$ cat src/rtl/alu_arbiter_if.sv
// Handshake and ALU bus bundle for alu_arbiter: two requesters, the shared ALU,
// and the response channel. The slave side belongs to the arbiter.
interface alu_arbiter_if;
  logic       req0_valid;
  logic [3:0] req0_a;
  logic [3:0] req0_b;
  logic [2:0] req0_op;
  logic       req0_ready;

  logic       req1_valid;
  logic [3:0] req1_a;
  logic [3:0] req1_b;
  logic [2:0] req1_op;
  logic       req1_ready;

  logic [3:0] alu_a;
  logic [3:0] alu_b;
  logic [2:0] alu_sel;
  logic [7:0] alu_result;

  logic       rsp_valid;
  logic       rsp_id;
  logic [7:0] rsp_data;
  logic       rsp_ready;

  logic       busy;

  modport slave (
    input  req0_valid, req0_a, req0_b, req0_op,
    input  req1_valid, req1_a, req1_b, req1_op,
    input  alu_result, rsp_ready,
    output req0_ready, req1_ready,
    output alu_a, alu_b, alu_sel,
    output rsp_valid, rsp_id, rsp_data, busy
  );

  modport master (
    output req0_valid, req0_a, req0_b, req0_op,
    output req1_valid, req1_a, req1_b, req1_op,
    output alu_result, rsp_ready,
    input  req0_ready, req1_ready,
    input  alu_a, alu_b, alu_sel,
    input  rsp_valid, rsp_id, rsp_data, busy
  );
endinterface

$ cat src/rtl/alu_arbiter.sv
// Two-requester front end for a shared registered ALU: grants one request at a
// time (round-robin or fixed priority), issues it, and holds the response.
module alu_arbiter #(
  parameter bit RR_EN = 1'b1
) (
  input logic           clk,
  input logic           rst_n,
  alu_arbiter_if.slave  bus
);

  typedef enum logic [1:0] {
    IDLE  = 2'd0,
    ISSUE = 2'd1,
    WAIT  = 2'd2,
    RESP  = 2'd3
  } state_t;

  state_t     state_q;
  logic       ptr_q;
  logic       id_q;
  logic       rsp_valid_q;
  logic       busy_q;
  logic [3:0] alu_a_q;
  logic [3:0] alu_b_q;
  logic [2:0] alu_sel_q;
  logic [7:0] rsp_data_q;

  logic       gnt_id_d;
  logic       accept_d;
  logic       ptr_d;
  logic [3:0] a_d;
  logic [3:0] b_d;
  logic [2:0] op_d;

  // Grant: a lone requester always wins; on contention the pointer (or req0) decides.
  always_comb begin
    gnt_id_d = 1'b0;
    if (bus.req0_valid && bus.req1_valid) begin
      gnt_id_d = RR_EN ? ptr_q : 1'b0;
    end else begin
      gnt_id_d = bus.req1_valid;
    end
    accept_d = rst_n && (state_q == IDLE) && (bus.req0_valid || bus.req1_valid);
    ptr_d    = ~gnt_id_d;
    a_d      = gnt_id_d ? bus.req1_a  : bus.req0_a;
    b_d      = gnt_id_d ? bus.req1_b  : bus.req0_b;
    op_d     = gnt_id_d ? bus.req1_op : bus.req0_op;
  end

  assign bus.req0_ready = accept_d && !gnt_id_d;
  assign bus.req1_ready = accept_d &&  gnt_id_d;

  always_ff @(posedge clk or negedge rst_n) begin
    if (!rst_n) begin
      state_q     <= IDLE;
      ptr_q       <= 1'b0;
      id_q        <= 1'b0;
      rsp_valid_q <= 1'b0;
      busy_q      <= 1'b0;
      alu_a_q     <= 4'd0;
      alu_b_q     <= 4'd0;
      alu_sel_q   <= 3'd0;
      rsp_data_q  <= 8'h00;
    end else begin
      case (state_q)
        IDLE: begin
          if (accept_d) begin
            alu_a_q   <= a_d;
            alu_b_q   <= b_d;
            alu_sel_q <= op_d;
            id_q      <= gnt_id_d;
            ptr_q     <= ptr_d;
            busy_q    <= 1'b1;
            state_q   <= ISSUE;
          end
        end
        ISSUE: begin
          state_q <= WAIT;
        end
        // The ALU registered its result on the ISSUE edge; it is valid now.
        WAIT: begin
          rsp_data_q  <= bus.alu_result;
          rsp_valid_q <= 1'b1;
          state_q     <= RESP;
        end
        RESP: begin
          if (bus.rsp_ready) begin
            rsp_valid_q <= 1'b0;
            busy_q      <= 1'b0;
            state_q     <= IDLE;
          end
        end
        default: begin
          state_q <= IDLE;
        end
      endcase
    end
  end

  assign bus.alu_a     = alu_a_q;
  assign bus.alu_b     = alu_b_q;
  assign bus.alu_sel   = alu_sel_q;
  assign bus.rsp_valid = rsp_valid_q;
  assign bus.rsp_id    = id_q;
  assign bus.rsp_data  = rsp_data_q;
  assign bus.busy      = busy_q;

endmodule

$ cat src/flat_wrapper.sv
// flat-port wrapper written by rule: the top's interface ports become plain ports
module alu_arbiter_flat 
#(
  parameter bit RR_EN = 1'b1
)
  (clk, rst_n, bus_req0_valid, bus_req0_a, bus_req0_b, bus_req0_op, bus_req1_valid, bus_req1_a, bus_req1_b, bus_req1_op, bus_alu_result, bus_rsp_ready, bus_req0_ready, bus_req1_ready, bus_alu_a, bus_alu_b, bus_alu_sel, bus_rsp_valid, bus_rsp_id, bus_rsp_data, bus_busy);
  alu_arbiter_if bus_i ();
  input logic clk;
  input logic rst_n;
  input wire logic [$bits(bus_i.req0_valid)-1:0] bus_req0_valid;
  input wire logic [$bits(bus_i.req0_a)-1:0] bus_req0_a;
  input wire logic [$bits(bus_i.req0_b)-1:0] bus_req0_b;
  input wire logic [$bits(bus_i.req0_op)-1:0] bus_req0_op;
  input wire logic [$bits(bus_i.req1_valid)-1:0] bus_req1_valid;
  input wire logic [$bits(bus_i.req1_a)-1:0] bus_req1_a;
  input wire logic [$bits(bus_i.req1_b)-1:0] bus_req1_b;
  input wire logic [$bits(bus_i.req1_op)-1:0] bus_req1_op;
  input wire logic [$bits(bus_i.alu_result)-1:0] bus_alu_result;
  input wire logic [$bits(bus_i.rsp_ready)-1:0] bus_rsp_ready;
  output wire logic [$bits(bus_i.req0_ready)-1:0] bus_req0_ready;
  output wire logic [$bits(bus_i.req1_ready)-1:0] bus_req1_ready;
  output wire logic [$bits(bus_i.alu_a)-1:0] bus_alu_a;
  output wire logic [$bits(bus_i.alu_b)-1:0] bus_alu_b;
  output wire logic [$bits(bus_i.alu_sel)-1:0] bus_alu_sel;
  output wire logic [$bits(bus_i.rsp_valid)-1:0] bus_rsp_valid;
  output wire logic [$bits(bus_i.rsp_id)-1:0] bus_rsp_id;
  output wire logic [$bits(bus_i.rsp_data)-1:0] bus_rsp_data;
  output wire logic [$bits(bus_i.busy)-1:0] bus_busy;
  assign bus_i.req0_valid = bus_req0_valid;
  assign bus_i.req0_a = bus_req0_a;
  assign bus_i.req0_b = bus_req0_b;
  assign bus_i.req0_op = bus_req0_op;
  assign bus_i.req1_valid = bus_req1_valid;
  assign bus_i.req1_a = bus_req1_a;
  assign bus_i.req1_b = bus_req1_b;
  assign bus_i.req1_op = bus_req1_op;
  assign bus_i.alu_result = bus_alu_result;
  assign bus_i.rsp_ready = bus_rsp_ready;
  assign bus_req0_ready = bus_i.req0_ready;
  assign bus_req1_ready = bus_i.req1_ready;
  assign bus_alu_a = bus_i.alu_a;
  assign bus_alu_b = bus_i.alu_b;
  assign bus_alu_sel = bus_i.alu_sel;
  assign bus_rsp_valid = bus_i.rsp_valid;
  assign bus_rsp_id = bus_i.rsp_id;
  assign bus_rsp_data = bus_i.rsp_data;
  assign bus_busy = bus_i.busy;
  alu_arbiter #(.RR_EN(RR_EN)) u_core (.clk(clk), .rst_n(rst_n), .bus(bus_i));
endmodule
$ cat config.mk
export PLATFORM = sky130hd
export DESIGN_NAME = alu_arbiter_flat
export DESIGN_NICKNAME = d
export VERILOG_FILES = /design/src/rtl/alu_arbiter_if.sv /design/src/rtl/alu_arbiter.sv /design/src/flat_wrapper.sv
export SDC_FILE = /design/constraint.sdc
export NUM_CORES = 1
export LEC_CHECK = 0
export ABC_AREA = 1
export BUFFER_PORTS_ARGS = -buffer_cell sky130_fd_sc_hd__clkbuf_2
export CORE_MARGIN = 2
export CORE_UTILIZATION = 26
export CTS_CLUSTER_DIAMETER = 30
export CTS_CLUSTER_SIZE = 12
export DETAILED_ROUTE_END_ITERATION = 6
export PLACE_DENSITY = 0.51
export SLEW_MARGIN = 20
export SYNTH_ARGS = -nofsm -noshare
export SYNTH_HDL_FRONTEND = slang
export SYNTH_SLANG_ARGS = --single-unit
$ cat constraint.sdc
create_clock -name clk -period 1.3 [get_ports clk]
set_clock_uncertainty 0.15 [all_clocks]
set_input_delay 0.065 -clock clk [delete_from_list [all_inputs] [get_ports clk]]
set_output_delay 0.065 -clock clk [all_outputs]
set_load 0.01 [all_outputs]
* After elaboration in Yosys (flattened, before gate mapping)
Index checks and enable logic that the tools add are counted.
** Operators by class
- Eq/ne operators :: 5
- Mux-type cells :: 11
- Bitwise logic cells :: 1
- Reductions and logical operators :: 14
** Operator list (number)
- 4-bit two-way mux :: 2
- 2-bit case mux with 4 select lines :: 1
- 2-bit AND reduction :: 3
- 1-bit logical AND :: 5
- 2-bit equality test, second input constant :: 2
- 2-bit two-way mux :: 2
- 1-bit case mux with 2 select lines :: 2
- 2-bit nonzero test :: 2
- 1-bit two-way mux :: 3
- 3-bit two-way mux :: 1
- 3-bit AND reduction :: 1
- 2-bit by 1-bit equality test with 1-bit output, second input constant :: 1
- 2-bit zero test :: 1
- 2-bit by 1-bit != test with 1-bit output, second input constant :: 1
- 2-bit != test, second input constant :: 1
- 1-bit zero test :: 1
- 1-bit logical OR :: 1
- 1-bit inverter :: 1
** Storage, ports and cells
- Flip-flop bits (word level) :: 25
- Output and inout bits :: 24

* Logic depth before layout (Yosys ltp)
Gate-level depths: netlist (run 1).
- Word-level depth :: 5
- Depth in mapped cells :: 9
- Depth with buffers taken out :: 9

* Worst setup path after synthesis (run 1)
No wires, ideal clock.
- Path kind :: reg-to-reg
- Start :: reg u_core.state_q[0]
- End :: reg u_core.alu_a_q[0] (netlist: u_core.bus.alu_a[0])
- Arrival time :: 1.146 ns
- Path slack :: -0.120 ns
- Stages on the path, launching flop included :: 9
- Path buffers :: 1
- Cells stage by stage :: dfrtp_1 > inv_1 > ha_1 > nand2_2 > inv_2 > nand2_1 > buf_4 > nand2_1 > nand3_1
** Between the ends
- Word-level cells in the longest chain between the ends :: 4
** RTL lines
- start, declared :: RTL line alu_arbiter.sv:18 : state_t state_q;
- start signal, assigned :: RTL line alu_arbiter.sv:55 : state_q <= IDLE;
- start signal, assigned :: RTL line alu_arbiter.sv:74 : state_q <= ISSUE;
- start signal, assigned :: RTL line alu_arbiter.sv:78 : state_q <= WAIT;
- 2-bit zero test (*) :: RTL line alu_arbiter.sv:43, alu_arbiter.sv:65
- 1-bit logical AND (2 in a row) :: RTL line alu_arbiter.sv:43 : accept_d = rst_n && (state_q == IDLE) && (bus.req0_valid || bus.req1_valid);
- 2-bit AND reduction (no line) (*)
- end signal, assigned :: RTL line alu_arbiter.sv:60 : alu_a_q <= 4'd0;
- end signal, assigned :: RTL line alu_arbiter.sv:68 : alu_a_q <= a_d;
- end, declared :: RTL line alu_arbiter.sv:23 : logic [3:0] alu_a_q;
Mark *: on every way between the ends. The rest lies on a longest branch, timed or not.
A chain may end at the register's enable or synchronous reset.

* Worst setup path after layout (run 1)
- Start :: reg u_core.state_q[0]
- End :: reg u_core.state_q[0]
** Between the ends
- Word-level cells in the longest chain between the ends :: 5
- Elaborated cells between the ends (all ways) :: 10
** RTL lines (RTL line)
- 2-bit zero test :: alu_arbiter.sv:43, alu_arbiter.sv:65
- 1-bit logical AND (2 in a row) :: alu_arbiter.sv:43
- 2-bit by 1-bit != test with 1-bit output (no line)
- 2-bit AND reduction (no line)
Several ways; a longest one is shown, not always the timed one.

==> results of run 1 <==
[final timing paths]
kind / end / depth (start not counted) / slack, ns
max: u_core.state_q[0] / 8 / -0.25
max in group asynchronous: u_core.bus.rsp_data[1] / 3 / 0.51
min: u_core.ptr_q / 4 / -0.02
max reg2reg: u_core.state_q[0] / 8 / -0.25
min reg2reg: u_core.bus.alu_a[3] / 2 / 0.35
min in group asynchronous: u_core.bus.alu_b[0] / 3 / 0.23
[through the flow]
step | std cells | hold WS [ns]
6_report | 288 | -0.0159
3_3_place_gp | 239 | -0.0241
2_1_floorplan | 123 | -0.381
5_1_grt | 288 | 0.00421
4_1_cts | 281 | -0.0123
3_5_place_dp | 239 | -0.0228
[power by group through the flow]
stage	logic [uW]	clock network, uW	registers [uW]
2_1_floorplan	927	0	1540
3_3_place_gp	1860	0	1390
4_1_cts	2210	495	1380
3_5_place_dp	1860	0	1380
5_1_grt	2880	523	1440
6_report	2640	472	1390
[critical path, cell delays in order (launching register included)]
cell and delay, ns:
dfrtp_1 0.37, inv_2 0.06, buf_4 0.13, buf_6 0.11, ha_4 0.16, buf_6 0.13
or2_4 0.22, nand3_2 0.06, nand2_1 0.05
[cells in the mapped netlist, drive strengths merged]
| library cell | count | area share |
|---|---|---|
| nand3 | 35 | 0.15 |
| nand2 | 28 | 0.090 |
| dfrtp | 25 | 0.53 |
| inv | 9 | 0.028 |
| mux2 | 8 | 0.076 |
| buf | 6 | 0.040 |
| ha | 4 | 0.042 |
| o21ai | 3 | 0.016 |
| a21oi | 2 | 0.021 |
| nor2 | 1 | 0.0031 |
| o21bai | 1 | 0.0063 |
| or2 | 1 | 0.0053 |
[timing repair]
action	CTS	global route
endpoints found under the hold margin	46	0
pin swaps	4	10
gates resized for setup	15	29
endpoints found under the setup margin	26	27
hold buffers	32	0
buffers inserted	6	8
[routing by layer]
| layer | wire, um | global-route usage |
|---|---|---|
| met5 | 0 | 0 |
| met4 | 11 | 0.0231 |
| met3 | 220 | 0.0323 |
| met2 | 1960 | 0.276 |
| met1 | 1540 | 0.164 |
[cell families after synthesis]
logic type      Yosys count  synth area share
simple gates             65             0.246
flops                    25             0.525
buf+inv                  15            0.0683
mux                       8            0.0756
compound gates            6            0.0431
fa+ha+maj                 4            0.0420
[area by class of cell]
class	count	share of cell area
timing repair buffer	115	0.386
multi-input combinational	83	0.277
sequential	25	0.273
tap	52	0.0284
clock buffer	4	0.0196
inverter	9	0.0158
[sequential cells by signal (all words and copies together), names as in the netlist]
| signal | count |
|---|---|
| u_core.bus.alu_sel | 3 |
| u_core.state_q | 2 |
| u_core.bus.busy | 1 |
| u_core.bus.rsp_valid | 1 |
| u_core.ptr_q | 1 |
| u_core.bus.rsp_data | 8 |
| u_core.bus.alu_a | 4 |
| u_core.bus.rsp_id | 1 |
| u_core.bus.alu_b | 4 |
==> qor.yml, run 1 <==
status: "complete, but fails checks"
violations: "negative hold slack, negative setup slack"
clk_latency_ns: 0.27
relSlewSlack: 0.777
cap_violations: 0
layout_setup_ws_ns: -0.255
htree_levels: 1
syn_area_per_cell_um2: 9.68
io_buffers: 58
synth_cell_types: 19
start_kind: "register"
antenna_cells: 0
cellLeakagePower_uw: 0.00117
gp_congestion: 0.755
drt_wl_total_um: 3740
synth-seq-area-share: 0.525
die_h_um: 71.7
syn_area_um2: 1190
grt_use_total: 0.144
hold_viol: 1
antenna_found_initial: 0
final_common_cell: "clkbuf_2"
grt_pass1_vias: 1331
initialDrtViolationCount: 64
holdWs_ns: -0.0159
clkPwrFrac: 0.105
min_path_type: "in -> reg"
required_ns: 1.32
fin_area_um2: 2290
worst_ep_arrival_time_ns: 1.57
setup_viol: 27
avgRoutedWirePerCell_um: 13.0
dp_hpwl_um: 2290
cp-startpoint: "u_core.state_q[0]"
area_growth_pct: 92.5
rsz0062_at_grt: "yes"
fillers: 387
synth-seq-cells: 25
nNetsFinal: 276
worstMarginPinSlew_ns: 0.335
start_util: 0.272
end_kind: "register"
via_count: 1275
multi_input_area_um2: 636
drive_gt1_frac: 0.525
seqPwrFrac: 0.308
numCtsBuffers: 3
place_ws_ns: -0.158
route.detailed.drc: 0
fmax_mhz: 643
r2r-start: "u_core.state_q[0]"
die_area_um2: 5140
globalRouteOverflowTotal: 0
comb_power_share: 0.587
antenna_left: 0
grt_pass1_wl_um: 5890
postPlaceCellArea_um2: 1660
yosys_warnings: 0
rows: 24
cts_tree: "built"
dr.pass1.iters: 4
cp_max_fo: 5
critPathKind: "reg -> reg"
grt_max_degree: 26
clock_path_buffers: 2
avgViaCountPerCell: 4.43
fin_crit_ns: 1.55
p_int_uw: 2830
min_period_over_period: 1.20
vdd_drop_max_uv: 890
syn_inst: 123
final_max_slew_viol_count: 0
hp-start: "bus_req1_valid"
swShare: 0.370
die_x_um: 71.7
p_total_uw: 4500
layout_common_cells: "56 x clkbuf_2, 32 x dlygate4sd3_1, 31 x nand3_1"
fin_util: 0.523
tns_ns: -5.50
root_buffer: "clkbuf_8"
cts_sinks: 25
p_sw_uw: 1670
synth_nets: 162
path_clk_slew_ns: 0.09
seqCellArea_um2: 626
coreArea_um2: 4380
power.density_nw_per_um2: 1960
pin_count: 59
Power figures use the tool's default switching activity.
==> run 2: changes to the inputs <==
--- a/config.mk
+++ b/config.mk
@@ -12,7 +12,7 @@
 export CTS_CLUSTER_DIAMETER = 30
 export CTS_CLUSTER_SIZE = 12
 export DETAILED_ROUTE_END_ITERATION = 6
-export PLACE_DENSITY = 0.51
+export PLACE_DENSITY = 0.61
 export SLEW_MARGIN = 20
 export SYNTH_ARGS = -nofsm -noshare
 export SYNTH_HDL_FRONTEND = slang
==> run 2 against run 1 <==
The flow finishes with violations (negative setup slack). Cell area down 0.11%. Sequential power about the same. Combinational power about the same. Non-clock buffer count down 1. Critical path depth unchanged. Die area unchanged. Count of clock-buffer cells in the layout down 1. Final cell count down 0.35%. First-iteration DRC count down 13%. Worst setup slack better by 0.035 ns. Register-to-register slack better by 0.03 ns. Largest power group unchanged.
==> qor.yml, run 2 (synthesis gave the netlist of run 1 again) <==
grt_use_total: 0.143  # -0.000632
antenna_cells: 0  # unchanged
numCtsBuffers: 3  # unchanged
drt_wl_total_um: 3710  # -0.80%
pin_count: 59  # unchanged
critPathMaxStageDelay_ns: 0.37  # about the same
start_kind: "register"
htree_levels: 1  # unchanged
seqCellArea_um2: 626  # unchanged
coreArea_um2: 4380  # unchanged
rows: 24  # unchanged
status: "complete, but fails checks"
grt_pass1_wl_um: 5750  # -2.3%
fin_area_um2: 2290  # -0.11%
reg2regPathDepth: 8  # unchanged
crit_chain: "inv_2 -> buf_4 -> buf_6 -> ha_4 -> buf_6 -> or2_4 -> nand3_2 -> nand2_1"
fmax_mhz: 658  # +2.3%
violations: "negative setup slack"
cts_sinks: 25  # unchanged
layout_common_cells: "56 x clkbuf_2, 33 x nand3_1, 32 x dlygate4sd3_1"
layout_setup_ws_ns: -0.220  # +0.0346 ns
globalRouteOverflowTotal: 0  # unchanged
final_common_cell: "clkbuf_2"
antenna_left: 0  # unchanged
p_total_uw: 4500  # +0.19%
grt_max_degree: 26  # unchanged
fillers: 388  # +0.26%
fin_crit_ns: 1.52  # -0.0346 ns
final_max_slew_viol_count: 0  # unchanged
min_period_over_period: 1.17  # -0.0266
final_cell_count_no_fill: 287  # -0.35%
largest_reg_flops: 8  # unchanged
antenna_found_initial: 0  # unchanged
cp_common_cell: "buf_6"
ff2ff_setup_slack_ns: -0.22  # +0.03 ns
cp_max_fo: 5  # unchanged
cp_slowest_cell: "dfrtp_1"
route.detailed.drc: 0  # unchanged
min_path_type: "in -> reg"
dp_cells: 238  # -0.42%
path_clk_slew_ns: 0.10  # about the same
die_h_um: 71.7  # unchanged
gp_congestion: 0.875  # +16%
critPathKind: "reg -> reg"
hold_viol: 0  # -1
setup_viol: 27  # unchanged
hp-start: "bus_req1_valid"
avgRoutedWirePerCell_um: 12.9  # -0.46%
hold_end: "u_core.ptr_q"
vdd_drop_max_uv: 789  # -11%
nNetsFinal: 275  # -0.36%
die_x_um: 71.7  # unchanged
path_delay_family: "buffers and inverters"
via_count: 1304  # +2.3%
grt_pass1_vias: 1350  # +1.4%
end_kind: "register"
clk_latency_ns: 0.27  # about the same
tns_ns: -4.48  # +1.02 ns
relSlewSlack: 0.774  # -0.00328
dp_hpwl_um: 2290  # -0.31%
multi_input_area_um2: 629  # -0.98%
required_ns: 1.32  # about the same
avgViaCountPerCell: 4.54  # +2.6%
r2r-start: "u_core.state_q[0]"
reg2reg_to: "u_core.state_q[0]"
cap_violations: 0  # unchanged
worst_ep_arrival_time_ns: 1.54  # -0.03 ns
rsz0062_at_grt: "yes"
worstMarginPinSlew_ns: 0.340  # +0.00492 ns
dr.pass1.iters: 4  # unchanged
drive_gt1_frac: 0.519  # -0.00627
io_buffers: 58  # unchanged
holdPathStages: 5  # +1
cp-startpoint: "u_core.state_q[0]"
power.density_nw_per_um2: 1970  # +0.30%
root_buffer: "clkbuf_8"
area_growth_pct: 92.3
cellLeakagePower_uw: 0.00117  # +0.65%
postPlaceCellArea_um2: 1650  # -0.45%
start_util: 0.272  # unchanged
clock_path_buffers: 2  # unchanged
critPathBufInv: 4  # unchanged
initialDrtViolationCount: 56  # -13%
die_area_um2: 5140  # unchanged
cts_tree: "built"
## run 2: timing repair
action                                  in CTS  in global routing
pin swaps                                    3                  7
resized for setup                           16                 27
hold buffers                                32                  0
setup buffers                                9                  3
endpoints found under the setup margin      26                 27
gates cloned                                 0                  1
hold endpoints to repair                    45                  0
## run 2: area by class of cell
| cell class | count | area share |
|---|---|---|
| well taps | 52 | 0.0284 |
| inverters | 9 | 0.0158 |
| repair buffers | 114 | 0.387 |
| flip-flops and latches | 25 | 0.273 |
| clock inverters | 1 | 0.00328 |
| clock buffers | 3 | 0.0180 |
| multi-input cells | 83 | 0.275 |
## run 2: worst max-delay path by stage
stage | slack, ns | to | cells after the start
global placement | -0.14 | u_core.state_q[0] | 5
global route | -0.32 | bus_req0_ready | 7
detailed placement | -0.14 | u_core.state_q[0] | 5
finish | -0.22 | u_core.state_q[0] | 8
floorplan | -0.07 | u_core.bus.alu_a[0] | 8
CTS | -0.23 | bus_req0_ready | 7
## run 2: power by group
part / switching (uW) / total [uW] / internal (uW)
Sequential: 250 / 1410 / 1160
Combinational: 1170 / 2610 / 1440
Clock: 263 / 480 / 217
Total: 1690 / 4500 / 2820
## run 2: routing by layer
| metal | wire [um] | track usage | up-vias |
|---|---|---|---|
| li1 | - | - | 636 |
| met1 | 1480 | 0.161 | 610 |
| met2 | 1930 | 0.271 | 56 |
| met3 | 255 | 0.0225 | 2 |
| met4 | 34 | 0.0503 | 0 |
| met5 | 0 | 0 | - |
## run 2: through the flow
stage               hold slack, ns  setup WS, ns   util
finish                       0.101        -0.220  0.523
global route                 0.121        -0.324  0.523
CTS                         0.0858        -0.234  0.489
global placement           -0.0319        -0.142  0.376
floorplan                   -0.381       -0.0722      -
detailed placement         -0.0264        -0.141  0.376
## run 2: worst register-to-register path, delay by kind of cell (launching register included)
family,cells,cell delay [ns]
buffers and inverters,4,0.43
flip-flops,1,0.37
AND/OR/NAND/NOR,3,0.32
adder cells (fa/ha/maj),1,0.16
==> run 3: changes to the inputs <==
--- a/config.mk
+++ b/config.mk
@@ -5,14 +5,13 @@
 export SDC_FILE = /design/constraint.sdc
 export NUM_CORES = 1
 export LEC_CHECK = 0
-export ABC_AREA = 1
 export BUFFER_PORTS_ARGS = -buffer_cell sky130_fd_sc_hd__clkbuf_2
 export CORE_MARGIN = 2
 export CORE_UTILIZATION = 26
 export CTS_CLUSTER_DIAMETER = 30
 export CTS_CLUSTER_SIZE = 12
 export DETAILED_ROUTE_END_ITERATION = 6
-export PLACE_DENSITY = 0.61
+export PLACE_DENSITY = 0.62
 export SLEW_MARGIN = 20
 export SYNTH_ARGS = -nofsm -noshare
 export SYNTH_HDL_FRONTEND = slang
==> run 3 against run 2 <==
First-iteration DRC count fell by 43%. The flow still finishes with violations (negative setup slack). Critical endpoint is now u_core.bus.alu_a[3]. Worst setup slack got worse by 0.079 ns. Critical path type unchanged. Largest cell class unchanged. Synthesized area decreased by 5.1%.
==> qor.yml, run 3 <==
status: "complete, but fails checks"
violations: "negative setup slack"
clk_latency_ns: 0.26  # about the same
path_clk_slew_ns: 0.09  # about the same
gp_congestion: 0.785  # -10%
drive_gt1_frac: 0.623  # +0.104
io_buffers: 58  # unchanged
htree_levels: 1  # unchanged
start_kind: "register"
cts_tree: "built"
cp_max_fo: 5  # unchanged
r2r-start: "u_core.state_q[0]"
setup_viol: 27  # unchanged
antenna_found_initial: 0  # unchanged
pin_count: 59  # unchanged
path_delay_family: "flip-flops"
dp_hpwl_um: 2360  # +3.1%
largest_reg_flops: 8  # unchanged
final_common_cell: "clkbuf_2"
synth_flop_cell: "dfrtp_1"
critPathMaxStageDelay_ns: 0.38  # about the same
cellLeakagePower_uw: 0.00104  # -12%
syn_inst: 87  # -29%
numCtsBuffers: 3  # unchanged
ff2ff_setup_slack_ns: -0.30  # -0.08 ns
initialDrtViolationCount: 32  # -43%
synth_area_leaders: "dfrtp_1 55%, a221o_1 9.7%, mux2_2 9.0%"
holdWs_ns: 0.00302  # -0.0983 ns
cp-endpoint: "u_core.bus.alu_a[3]"
final_max_slew_viol_count: 0  # unchanged
globalRouteOverflowTotal: 0  # unchanged
synth-seq-area-share: 0.554  # +0.0285
synthTopCellsByCount: "25 x dfrtp_1, 11 x a221o_1, 9 x and3_1, 9 x mux2_2"
end_kind: "register"
clock_path_buffers: 2  # unchanged
min_period_over_period: 1.23  # +0.0608
dp_cells: 204  # -14%
worstMarginPinSlew_ns: 0.367  # +0.0272 ns
area_growth_pct: 83.7
worst_ep_arrival_time_ns: 1.60  # +0.06 ns
synth_top_cell_area_share: 0.554  # +0.0285
drt_wl_total_um: 3380  # -8.8%
avgRoutedWirePerCell_um: 14.0  # +8.6%
synth-seq-cells: 25  # unchanged
fmax_mhz: 625  # -4.9%
die_x_um: 69.9  # -2.5%
crit_chain: "inv_2 -> ha_4 -> and3_4 -> buf_2 -> and3_4 -> a221o_1"
start_util: 0.276  # +0.00480
reg2regPathDepth: 6  # -2
layout_setup_ws_ns: -0.299  # -0.0791 ns
grt_max_degree: 17  # -35%
cp_common_cell: "and3_4"
via_count: 1114  # -15%
die_area_um2: 4890  # -4.9%
fillers: 365  # -5.9%
rows: 23  # -4.2%
vdd_drop_max_uv: 541  # -31%
grt_use_total: 0.139  # -0.00424
required_ns: 1.30  # -0.02 ns
tns_ns: -6.43  # -1.95 ns
layout_common_cells: "56 x clkbuf_2, 25 x dfrtp_1, 22 x dlygate4sd3_1"
cp_slowest_cell: "dfrtp_1"
final_cell_count_no_fill: 241  # -16%
relSlewSlack: 0.755  # -0.0187
grt_pass1_vias: 1206  # -11%
synth_top_area_cell: "dfrtp_1"
dr.pass1.iters: 4  # unchanged
avgViaCountPerCell: 4.62  # +1.7%
critPathKind: "reg -> reg"
synth_cell_types: 26  # +7
yosys_warnings: 0  # unchanged
cap_violations: 0  # unchanged
multi_input_area_um2: 572  # -9.1%
cp_num_cells: 6  # -2
min_path_type: "in -> reg"
synth_edf_count: 0  # unchanged
hold_viol: 0  # unchanged
fin_crit_ns: 1.60  # +0.0791 ns
synthArstFlopShare: 1.00  # unchanged
power.density_nw_per_um2: 1970  # +0.20%
cts_sinks: 25  # unchanged
coreArea_um2: 4090  # -6.8%
seqCellArea_um2: 626  # unchanged
critPathBufInv: 2  # -2
synth.most_common_cell: "dfrtp_1"
syn_area_um2: 1130  # -5.1%
route.detailed.drc: 0  # unchanged
syn_area_per_cell_um2: 13.0  # +34%
root_buffer: "clkbuf_8"
antenna_left: 0  # unchanged
synth_nets: 126  # -22%
nNetsFinal: 231  # -16%
grt_pass1_wl_um: 5580  # -2.9%
die_h_um: 69.9  # -2.5%
cp-startpoint: "u_core.state_q[0]"
rsz0062_at_grt: "yes"
reg2reg_to: "u_core.bus.alu_a[3]"
antenna_cells: 0  # unchanged
==> run 3: worst min path at each step <==
stage,startpoint,endpoint,slack [ns],depth (start not counted)
finish,bus_req0_a[2],u_core.bus.alu_a[2],0.003,3
CTS,bus_req0_a[2],u_core.bus.alu_a[2],0.002,3
detailed placement,rst_n,u_core.state_q[0],-0.06,2
global route,bus_req0_a[2],u_core.bus.alu_a[2],0.006,3
global placement,rst_n,u_core.state_q[1],-0.07,2
floorplan,rst_n,u_core.bus.alu_a[0],-0.38,0
==> run 3: power by group <==
| part | internal (uW) | switching, uW | total (uW) | leakage, uW |
|---|---|---|---|---|
| clock | 219 | 230 | 449 | 0.0000228 |
| sequential | 1160 | 220 | 1380 | 0.000302 |
| combinational | 1330 | 937 | 2260 | 0.000713 |
==> run 3: repair_timing <==
item | 4_1_cts | 5_1_grt
buffers inserted | 11 | 0
endpoints found under the hold margin | 46 | 0
resized for setup | 13 | 6
gates cloned | 0 | 1
pin swaps | 7 | 5
endpoints found under the setup margin | 27 | 27
hold buffers | 22 | 0
==> run 3: logic make-up (layout without fill, tap and decap cells) <==
family / after synthesis / after routing / share of synthesized area
flops: 25 / 25 / 0.554
compound gates: 20 / 20 / 0.158
buf+inv: 9 / 113 / 0.0421
fa+ha+maj: 4 / 4 / 0.0443
mux: 10 / 10 / 0.0986
simple gates: 19 / 19 / 0.103
==> run 3: area by class of cell <==
| type | instances | share of cell area |
|---|---|---|
| timing repair buffer | 105 | 0.364 |
| sequential | 25 | 0.301 |
| multi-input combinational | 53 | 0.275 |
| tap | 50 | 0.0301 |
| clock buffer | 4 | 0.0217 |
| inverter | 4 | 0.00723 |
==> run 3: stage by stage <==
step | area, um2 | power (uW) | util | setup WS (ns)
finish | 2080 | 4090 | 0.508 | -0.299
global route | 2080 | 4370 | 0.508 | -0.337
CTS | 2060 | 4060 | 0.505 | -0.285
detailed placement | 1640 | 3210 | 0.402 | -0.251
global placement | 1640 | 3110 | 0.402 | -0.197
floorplan | 1210 | 2410 | - | -0.225
==> run 3: worst reg2reg max path, cell delays in order (launching register included) <==
cell     delay [ns]
dfrtp_1        0.38
inv_2          0.07
ha_4           0.17
and3_4         0.17
buf_2          0.15
and3_4         0.15
a221o_1        0.26
==> run 3: per-layer routing <==
layer / global-route usage / wire (um)
met1: 0.163 / 1300
met2: 0.261 / 1850
met3: 0.0159 / 181
met4: 0.0449 / 42
met5: 0 / 0
